File: src/rtl/fir_pkg.sv
// Shared types and constants for the FIR tap sequencer.
// Also carries the dag config-word layout used by the host.
package fir_pkg;

    typedef enum logic [2:0] {
        IDLE,
        XA,
        XM,
        HA,
        HM,
        MAC,
        DONE
    } tap_state_t;

    localparam int DW_DEF   = 16;
    localparam int AW_DEF   = 16;
    localparam int ACCW_DEF = 40;

    localparam logic [2:0] CBS_X = 3'd0;
    localparam logic [2:0] CBS_H = 3'd1;

    localparam int CFG_BASE_LSB = 16;
    localparam int CFG_BASE_W   = 16;
    localparam int CFG_LEN_LSB  = 4;
    localparam int CFG_LEN_W    = 12;
    localparam int CFG_SIGN_BIT = 3;
    localparam int CFG_EXP_LSB  = 0;
    localparam int CFG_EXP_W    = 3;

    // Packs a dag circular-buffer config word.
    function automatic logic [31:0] dag_cfg(
        input logic [15:0] base,
        input logic [11:0] len,
        input logic        sgn,
        input logic [2:0]  exp_s
    );
        logic [31:0] w;
        w = '0;
        w[CFG_BASE_LSB +: CFG_BASE_W] = base;
        w[CFG_LEN_LSB +: CFG_LEN_W]   = len;
        w[CFG_SIGN_BIT]               = sgn;
        w[CFG_EXP_LSB +: CFG_EXP_W]   = exp_s;
        return w;
    endfunction

endpackage

File: src/rtl/fir_mac.sv
// Signed DW x DW multiply with wrapping ACCW accumulator.
// Clear has priority over accumulate.
module fir_mac
    import fir_pkg::*;
#(
    parameter int DW   = DW_DEF,
    parameter int ACCW = ACCW_DEF
) (
    input  logic            clk,
    input  logic            reset,
    input  logic            clr,
    input  logic            en,
    input  logic [DW-1:0]   a,
    input  logic [DW-1:0]   b,
    output logic [ACCW-1:0] acc
);

    logic signed [2*DW-1:0] prod;
    logic signed [ACCW-1:0] prod_ext;
    logic [ACCW-1:0]        acc_d;
    logic [ACCW-1:0]        acc_q;

    // Full-precision product, sign-extended, then added modulo 2^ACCW.
    always_comb begin
        prod     = $signed(a) * $signed(b);
        prod_ext = ACCW'(prod);
        acc_d    = acc_q;
        if (clr) begin
            acc_d = '0;
        end else if (en) begin
            acc_d = acc_q + ACCW'(prod_ext);
        end
    end

    // Accumulator register.
    always_ff @(posedge clk or posedge reset) begin
        if (reset) begin
            acc_q <= '0;
        end else begin
            acc_q <= acc_d;
        end
    end

    assign acc = acc_q;

endmodule

File: src/rtl/fir_tap_seq.sv
// FIR tap sequencer: walks N taps through dag and data memory,
// accumulates x*h and presents y with a one-cycle strobe.
module fir_tap_seq
    import fir_pkg::*;
#(
    parameter int         DW   = DW_DEF,
    parameter int         AW   = AW_DEF,
    parameter int         ACCW = ACCW_DEF,
    parameter logic [2:0] XCBS = CBS_X,
    parameter logic [2:0] HCBS = CBS_H
) (
    input  logic            clk,
    input  logic            reset,
    input  logic            start,
    input  logic [7:0]      taps,
    output logic            dag_re,
    output logic [2:0]      dag_cbs,
    input  logic [AW-1:0]   dag_a,
    output logic            mem_rd,
    output logic [AW-1:0]   mem_addr,
    input  logic [DW-1:0]   mem_rdata,
    output logic            busy,
    output logic [ACCW-1:0] y,
    output logic            y_valid
);

    tap_state_t      state_q, state_d;
    logic [7:0]      cnt_q, cnt_d;
    logic [DW-1:0]   x_reg_q, x_reg_d;
    logic [ACCW-1:0] y_q, y_d;
    logic [ACCW-1:0] acc;
    logic            mac_clr;
    logic            mac_en;

    fir_mac #(
        .DW   (DW),
        .ACCW (ACCW)
    ) u_mac (
        .clk   (clk),
        .reset (reset),
        .clr   (mac_clr),
        .en    (mac_en),
        .a     (x_reg_q),
        .b     (mem_rdata),
        .acc   (acc)
    );

    // Next-state and output decode from the registered state.
    always_comb begin
        state_d  = state_q;
        cnt_d    = cnt_q;
        x_reg_d  = x_reg_q;
        y_d      = y_q;
        mac_clr  = 1'b0;
        mac_en   = 1'b0;
        dag_re   = 1'b0;
        dag_cbs  = XCBS;
        mem_rd   = 1'b0;
        mem_addr = '0;
        busy     = 1'b0;
        y_valid  = 1'b0;
        y        = y_q;
        unique case (state_q)
            IDLE: begin
                if (start) begin
                    mac_clr = 1'b1;
                    cnt_d   = taps;
                    y_d     = '0;
                    state_d = (taps == 8'd0) ? DONE : XA;
                end
            end
            XA: begin
                busy    = 1'b1;
                dag_re  = 1'b1;
                state_d = XM;
            end
            XM: begin
                busy     = 1'b1;
                mem_rd   = 1'b1;
                mem_addr = dag_a;
                state_d  = HA;
            end
            HA: begin
                busy    = 1'b1;
                dag_re  = 1'b1;
                dag_cbs = HCBS;
                x_reg_d = mem_rdata;
                state_d = HM;
            end
            HM: begin
                busy     = 1'b1;
                mem_rd   = 1'b1;
                mem_addr = dag_a;
                state_d  = MAC;
            end
            MAC: begin
                busy    = 1'b1;
                mac_en  = 1'b1;
                cnt_d   = cnt_q - 8'd1;
                state_d = (cnt_q == 8'd1) ? DONE : XA;
            end
            DONE: begin
                y_valid = 1'b1;
                y       = acc;
                y_d     = acc;
                state_d = IDLE;
            end
            default: begin
                state_d = IDLE;
            end
        endcase
    end

    // State, tap counter, sample latch and held result.
    always_ff @(posedge clk or posedge reset) begin
        if (reset) begin
            state_q <= IDLE;
            cnt_q   <= '0;
            x_reg_q <= '0;
            y_q     <= '0;
        end else begin
            state_q <= state_d;
            cnt_q   <= cnt_d;
            x_reg_q <= x_reg_d;
            y_q     <= y_d;
        end
    end

endmodule

File: config.mk
export PLATFORM = sky130hd
export DESIGN_NAME = fir_tap_seq
export DESIGN_NICKNAME = d
export VERILOG_FILES = /design/src/rtl/fir_pkg.sv /design/src/rtl/fir_mac.sv /design/src/rtl/fir_tap_seq.sv
export SDC_FILE = /design/constraint.sdc
export NUM_CORES = 1
export LEC_CHECK = 0
export CAP_MARGIN = 20
export CORE_MARGIN = 8
export CORE_UTILIZATION = 40
export CTS_CLUSTER_SIZE = 12
export DETAILED_ROUTE_END_ITERATION = 10
export MAX_ROUTING_LAYER = met4
export PLACE_DENSITY = 0.61
export SETUP_SLACK_MARGIN = 0.02
export SYNTH_ARGS = -nofsm -noshare
export SYNTH_HDL_FRONTEND = slang
export SYNTH_HIERARCHICAL = 1
export SYNTH_SLANG_ARGS = --single-unit
File: constraint.sdc
create_clock -name clk -period 8.6 [get_ports clk]
set_clock_uncertainty 0.1 [all_clocks]
set_input_delay 1.29 -clock clk [delete_from_list [all_inputs] [get_ports clk]]
set_output_delay 1.29 -clock clk [all_outputs]
set_load 0.1 [all_outputs]
=== Word level (Yosys, flattened, before mapping) ===
Index checks and enable logic that the tools add are counted.

* $add $sub $neg: 2
* $mul: 1
* Equality and inequality tests: 8
* Mux-type cells: 20
* Reduce and logical (&&, ||, !) cells: 10

{| class="wikitable"
|+ Operators with widths
! kind !! number
|-
| two-way mux 40 bit || 4
|-
| case mux 40 bit (2 select lines) || 1
|-
| adder 40 bit || 1
|-
| multiplier 16 x 16 -> 32 bit || 1
|-
| case mux 3 bit (6 select lines) || 1
|-
| two-way mux 16 bit || 1
|-
| case mux 8 bit (2 select lines) || 1
|-
| equality test 3 bit (second input constant) || 3
|-
| two-way mux 3 bit || 3
|-
| equality test 8 x 1 -> 1 bit (second input constant) || 1
|-
| logical NOT 8 bit || 1
|-
| two-way mux 1 bit || 8
|-
| two-way mux 8 bit || 1
|-
| subtractor 8 x 1 -> 8 bit (second input constant) || 1
|-
| equality test 3 x 2 -> 1 bit (second input constant) || 2
|-
| nonzero test 2 bit || 3
|-
| OR reduction 5 bit || 1
|-
| AND reduction 2 bit || 2
|-
| OR reduction 2 bit || 2
|-
| equality test 3 x 1 -> 1 bit (second input constant) || 1
|-
| logical NOT 3 bit || 1
|-
| != test 2 bit (second input constant) || 1
|}

* Register bits: 107
* Input bits: 43
* Output and inout bits: 63
* Logic and storage cells: 46

=== Depth between registers and ports, before layout ===
Gate-level depths: netlist of the first run.

* Depth in word-level cells: 4
* Mapped depth: 35

=== By module ===
Netlist of the first run, hierarchy kept.

{| class="wikitable"
|+ Modules (own cells, without submodules)
! module !! times used !! cells an instance !! area an instance (µm²) !! seq. area each (µm²)
|-
| fir_mac || 1 || 1511 || 13475.4 || 1001.0
|-
| fir_tap_seq || 1 || 271 || 3365.7 || 1676.6
|}

=== Least setup slack after synthesis of the first run ===
OpenSTA, ideal clock, no wires.

* Path kind: input-to-reg
* Start: input mem_rdata[1]
* End: register u_mac.acc_q[35], in the netlist u_mac/acc[35]
* Setup time: 121 ps
* Arrival: 8991 ps
* Slack: -612 ps
* Cell stages on the path: 28
* Cell sequence: clkbuf_1 nand2_1 inv_1 fa_1 fa_1 fa_1 fa_1 fa_1 inv_1 fa_1 inv_1 ha_1 or4_4 nor2_4 inv_2 a311oi_2 a211o_1 o211a_1 nor3_1 nor3_2 ha_1 and3_1 a311o_1 or2_2 a21oi_1 o21ai_0 xor2_1 a22o_1

* Longest elaborated chain between the ends: 4

{| class="wikitable"
|+ RTL lines
! element !! line !! RTL
|-
| start: declaration || fir_tap_seq.sv:21 || <nowiki>input logic [DW-1:0] mem_rdata,</nowiki>
|-
| multiplier 16 x 16 -> 32 bit || fir_mac.sv:25 || <nowiki>prod = $signed(a) * $signed(b);</nowiki>
|-
| adder 40 bit || fir_mac.sv:31 || <nowiki>acc_d = acc_q + ACCW'(prod_ext);</nowiki>
|-
| two-way mux 40 bit || fir_mac.sv:30 || <nowiki>end else if (en) begin</nowiki>
|-
| two-way mux 40 bit || fir_mac.sv:28 || <nowiki>if (clr) begin</nowiki>
|-
| end signal: assignment || fir_mac.sv:38 || <nowiki>acc_q <= '0;</nowiki>
|-
| end signal: assignment || fir_mac.sv:40 || <nowiki>acc_q <= acc_d;</nowiki>
|-
| end: declaration || fir_mac.sv:21 || <nowiki>logic [ACCW-1:0] acc_q;</nowiki>
|}

Every way passes these cells. The select of a mux whose other input is x is not followed.
A chain may end at the register's enable or synchronous reset.

=== Worst setup path after layout of the first run ===
* Start: input mem_rdata[6]
* End: register u_mac.acc_q[37], in the netlist u_mac/acc[37]

The elaborated chain is that of the path after synthesis.

==> run_results.csv, run 1 <==
group,metric,value,unit
route,firstDrtPassIters,5,
route,wl_per_cell,16.49,um
yosys,synth-edff-count,0,
yosys,syn_area,16840,um^2
clock_tree,cts_tree,"done",
floorplan,die_h,221.2,um
yosys,dominantRegCellSynth,"dfrtp_1",
sta,rsz0062_at_grt,"true",
worst_setup_path,max_stage_delay,560,ps
placement,port_buffers,103,
sta,finalMaxSlewViolations,0,
clock_tree,cts_buffers,9,
clock_tree,cts-root-buf,"clkbuf_16",
route,drt_drc_violations_left,0,
worst_setup_path,path_delay_family,"adder cells",
yosys,ys_async_sr_fraction,100.0,%
worst_setup_path,crit_type,"in -> reg",
floorplan,die_x,221.2,um
flow_run,cap_violations,0,
floorplan,die-area,48930,um^2
layout,drive_above_1_share,22.68,%
clock_tree,cts_sinks,107,
global_route,track_usage,18.82,%
route,ant_nets,0,
yosys,avgSynthCellArea,9.451,um^2
yosys,syn_inst,1782,
yosys,synth.distinct_cells,83,
clock_tree,cts_hold_buf,0,
worst_setup_path,crit_slowest_cell,"fa_2",
sta,fin_crit_sh,98.82,%
route,routed_wl,43.14,mm
worst_setup_path,critPathLaunchType,"primary input",
yosys,yosysWarnings,6,
route,drt_iter0_drc,651,
sta,tightest_slew,1034,ps
worst_setup_path,crit_path_end_kind,"register",
clock_tree,cts_htree_levels,3,
clock_tree,ctsLongestPathBuffers,2,
layout,diodes,0,
sta,finalSetupViolCount,0,
status,status,"completed",
placement,dp_hpwl,34.06,mm
global_route,grt_pass1_wl,74.06,mm
layout,post-route-util,50.44,%
floorplan,io_pins,106,
clock_tree,clk_pin_slew,80,ps
floorplan,row_count,75,
worst_setup_path,required,8760,ps
route,routed_via_density,4.998,
sta,layout_min_cycle_time,8498,ps
hold_path,hold_path_class,"reg -> reg",
global_route,grt_max_degree,68,
yosys,ys_ff_latch,107,
clock_tree,clk_latency,380,ps
worst_setup_path,cp_max_fo,6,
layout,area_delta_synth_final,25.07,%
sta,final_hold_viol_count,0,
layout,fillers,3810,
floorplan,core-area,41760,um^2
placement,gp_congestion,0.8694,
worst_setup_path,arrival,8660,ps
floorplan,initial_utilization,40.33,%
route,via_count,13075,
global_route,grt_pass1_vias,14134,
worst_setup_path,cp.buffers_inverters,6,
global_route,antenna_found_initial,0,
global_route,grt_overflow,0,
sta,max_freq,117.7,MHz
yosys,yosysSeqAreaShare,15.90,%
sta,slew_headroom,30.84,%
layout,num-nets-final,2504,
cell usage after synthesis, types with 18 or more instances:
cell type | number | area share (%)
nor2_1 | 87 | 1.9
inv_1 | 308 | 6.9
clkbuf_1 | 46 | 1.0
xnor2_1 | 41 | 2.1
mux2_2 | 35 | 2.3
nand3_1 | 22 | 0.65
ha_1 | 126 | 9.4
mux2i_1 | 25 | 1.5
nand2b_1 | 18 | 0.67
a21oi_1 | 71 | 2.1
and2_1 | 185 | 6.9
o21ai_0 | 27 | 0.80
fa_1 | 263 | 31
nand2_1 | 156 | 3.5
xor2_1 | 19 | 0.99
a21o_1 | 25 | 1.1
mux2_4 | 21 | 1.9
dfrtp_1 | 107 | 16
path summary, 6_finish.rpt:
kind                            cells after the start  slack (ps)    startpoint             to
min in group asynchronous                           3        1310         reset   u_mac/acc[1]
worst min-delay path                                1         450      cnt_q[5]       cnt_q[5]
worst min register to register                      1         450      cnt_q[5]       cnt_q[5]
max in group asynchronous                           3        6350         reset        y_q[28]
worst max-delay path                               33         100  mem_rdata[6]  u_mac/acc[37]
worst max register to register                     31         340    x_reg_q[8]  u_mac/acc[37]
state kept, by name (all words and copies together) (netlist names):
signal     flops
cnt_q          8
state_q        3
u_mac/acc     40
x_reg_q       16
y_q           40
cells by family after synthesis:
logic type	synth area share [%]
AND/OR/NAND/NOR	17.28
adder cells (fa/ha/maj)	40.62
buffers and inverters	8.841
AO/OA/AOI/OAI	8.447
flip-flops	15.90
multiplexers	5.765
XOR/XNOR	3.120
other	0.02227
cell usage in the layout, fill, tap and decap left out, types with 8 or more instances in the layout:
cell type | netlist | routed
nand3_1 | 22 | 20
clkdlybuf4s50_1 | 0 | 88
o21bai_1 | 11 | 11
clkbuf_16 | 0 | 9
and3_1 | 10 | 8
buf_4 | 3 | 221
ha_1 | 126 | 112
fa_1 | 263 | 245
a21oi_2 | 2 | 20
mux2_4 | 21 | 21
a21oi_1 | 71 | 50
nand2b_1 | 18 | 14
and2_1 | 185 | 174
fa_2 | 0 | 18
nand2_1 | 156 | 150
o21ai_0 | 27 | 22
xor2_1 | 19 | 16
or3_1 | 9 | 9
xnor2_1 | 41 | 38
and2_4 | 0 | 11
mux2i_1 | 25 | 25
nor2_1 | 87 | 83
ha_4 | 0 | 9
mux2_2 | 35 | 35
buf_6 | 8 | 15
inv_2 | 1 | 16
nor2b_1 | 10 | 10
o21a_1 | 12 | 11
dfrtp_1 | 107 | 107
inv_1 | 308 | 292
a21o_1 | 25 | 25
repair_timing:
item                                    CTS  global route
resized for setup                       110           112
gates cloned                              3             0
pin swaps                                69            78
setup buffers                            20             8
endpoints found under the setup margin   17            18
per-layer routing:
layer / vias to the layer above / GRT usage, % / share of wire, %
met5: - / - / 0
met3: 50 / 3.121 / 4.1
met4: 0 / 3.401 / 1.7
li1: 6201 / - / -
met2: 249 / 30.51 / 49
met1: 6575 / 24.95 / 45
worst reg2reg max path, delay by kind of cell, from the launching register on:
family	cells	cell delay [ps]
AO/OA/AOI/OAI	15	2700
XOR/XNOR	2	270
adder cells (fa/ha/maj)	8	3670
buffers and inverters	3	140
flip-flops	1	810
AND/OR/NAND/NOR	3	480
area by class of cell:
cell class                      instances  area [um^2]  area share, %
Multi-Input combinational cell       1300        13260          62.96
Inverter                              311         1171          5.560
Timing Repair Buffer                  343         2993          14.21
Tap cell                              539        674.4          3.202
Sequential cell                       107         2678          12.71
Clock buffer                           10        229.0          1.087
Clock inverter                          6        57.56         0.2733
through the flow:
step                instance area, um^2  hold WS [ps]  worst slack [ps]  std cells  TNS [ps]
floorplan                         16960         398.8             22.42       1783         0
global placement                  19970         426.4             -1045       2570    -11920
detailed placement                19970         430.8             -1063       2570    -12990
CTS                               20650         447.9             16.93       2609         0
global route                      21060         475.4            -232.5       2616     -1258
finish                            21060         453.8             101.8       2616         0
Power of run 1 is not shown: default switching activity piles up to over one toggle a cycle in this logic, so the estimate is an artifact.
==> run 2: changes to the inputs <==
- CORE_UTILIZATION: 40 -> 55
- PLACE_DENSITY: 0.61 -> 0.79
==> run_results.csv, run 2 (synthesized netlist as in run 1, its figures left out) <==
group,metric,value,unit
sta,max_freq,117.1,MHz
route,firstDrtPassIters,5,
global_route,grt_pass1_wl,73.83,mm
placement,place_inst,2407,
clock_tree,clk_latency,370,ps
layout,drive_above_1_share,22.43,%
layout,area_delta_synth_final,23.56,%
floorplan,die_x,191.0,um
sta,finalMaxSlewViolations,0,
sta,setup_ws,63.61,ps
clock_tree,clk_pin_slew,80,ps
route,routed_via_density,5.487,
clock_tree,ctsLongestPathBuffers,2,
placement,dp_hpwl,33.39,mm
route,wl_per_cell,17.91,um
clock_tree,cts_hold_buf,0,
placement,port_buffers,103,
clock_tree,cts_htree_levels,3,
route,drt_iter0_drc,703,
sta,rsz0062_at_grt,"true",
route,ant_nets,0,
route,drt_drc_violations_left,0,
clock_tree,cts_sinks,107,
global_route,grt_overflow,0,
clock_tree,cts_buffers,9,
global_route,grt_max_degree,68,
layout,layout_common_cells,"inv_1, fa_1, buf_4, and2_1, nand2_1",
clock_tree,cts-root-buf,"clkbuf_16",
clock_tree,cts_tree,"done",
sta,holdWs,450.6,ps
hold_path,hold_path_class,"reg -> reg",
placement,gp_congestion,0.9016,
sta,layout_min_cycle_time,8536,ps
worst_setup_path,arrival,8740,ps
worst_setup_path,crit_path_end_kind,"register",
layout,diodes,0,
worst_setup_path,crit_slowest_cell,"fa_2",
worst_setup_path,cp_max_fo,10,
worst_setup_path,crit_type,"in -> reg",
status,status,"completed",
route,routed_wl,43.98,mm
route,via_count,13475,
sta,fin_crit_sh,99.26,%
worst_setup_path,critPathLaunchType,"primary input",
floorplan,initial_utilization,55.49,%
sta,finalSetupViolCount,0,
placement,post-place-ws,-1072,ps
floorplan,die-area,36480,um^2
flow_run,cap_violations,0,
worst_setup_path,required,8800,ps
worst_setup_path,max_stage_delay,600,ps
floorplan,io_pins,106,
floorplan,die_h,191.0,um
layout,fillers,2236,
floorplan,core-area,30350,um^2
global_route,track_usage,25.65,%
sta,slew_headroom,32.07,%
layout,num-nets-final,2487,
worst_setup_path,crit_top_cell,"fa_1",
layout,stdcell_count,2456,
layout,layout_commonest_cell,"inv_1",
global_route,grt_pass1_vias,14701,
floorplan,row_count,64,
sta,tightest_slew,1016,ps
sta,final_hold_viol_count,0,
global_route,antenna_found_initial,0,
run 2: per-layer routing:
layer	part of all wire, %	global-route usage (%)	wire length (um)
met5	0	-	0
met4	3.0	7.965	1329
met3	5.2	4.123	2267
met2	51	42.61	22260
met1	41	31.86	18120
run 2: final cells by class:
| class | instances | area (um^2) | area share, % |
|---|---|---|---|
| flip-flops and latches | 107 | 2678 | 12.87 |
| multi-input cells | 1300 | 13260 | 63.72 |
| clock inverters | 6 | 57.56 | 0.2766 |
| repair buffers | 326 | 2920 | 14.03 |
| inverters | 311 | 1169 | 5.616 |
| clock buffers | 10 | 229.0 | 1.100 |
| well taps | 396 | 495.5 | 2.381 |
run 2: critical path: cells and delay by family:
| family | cells | cell delay (ps) |
|---|---|---|
| adders and majority gates | 8 | 3680 |
| AOI/OAI and AO/OA | 14 | 2450 |
| and+or+nand+nor | 5 | 900 |
| buffers and inverters | 4 | 320 |
| xor gates and xnor gates | 1 | 90 |
run 2: final timing paths:
path | depth (start not counted) | startpoint | to | slack, ps
hold reg to reg | 1 | cnt_q[5] | cnt_q[5] | 450
setup / recovery | 32 | mem_rdata[4] | u_mac/acc[39] | 60
max in group asynchronous | 3 | reset | x_reg_q[5] | 6300
min in group asynchronous | 3 | reset | u_mac/acc[30] | 1330
setup reg to reg | 34 | x_reg_q[5] | u_mac/acc[39] | 190
hold / removal | 1 | cnt_q[5] | cnt_q[5] | 450
run 2: metrics by stage:
stage / utilization, % / setup TNS [ps] / instance area [um^2]
global route: 68.56 / -1090 / 20810
global placement: 64.79 / -10990 / 19660
detailed placement: 64.79 / -13720 / 19660
CTS: 67.36 / -66.13 / 20440
finish: 68.56 / 0 / 20810
floorplan: - / 0 / 16960
run 2: repair_timing:
item                       in CTS  in global routing
pin swaps                     101                 68
gates resized for setup       159                 75
setup endpoints to repair      18                 18
buffers inserted               24                  6
cloned                          3                  0
Power of run 2 is left out for the same reason.
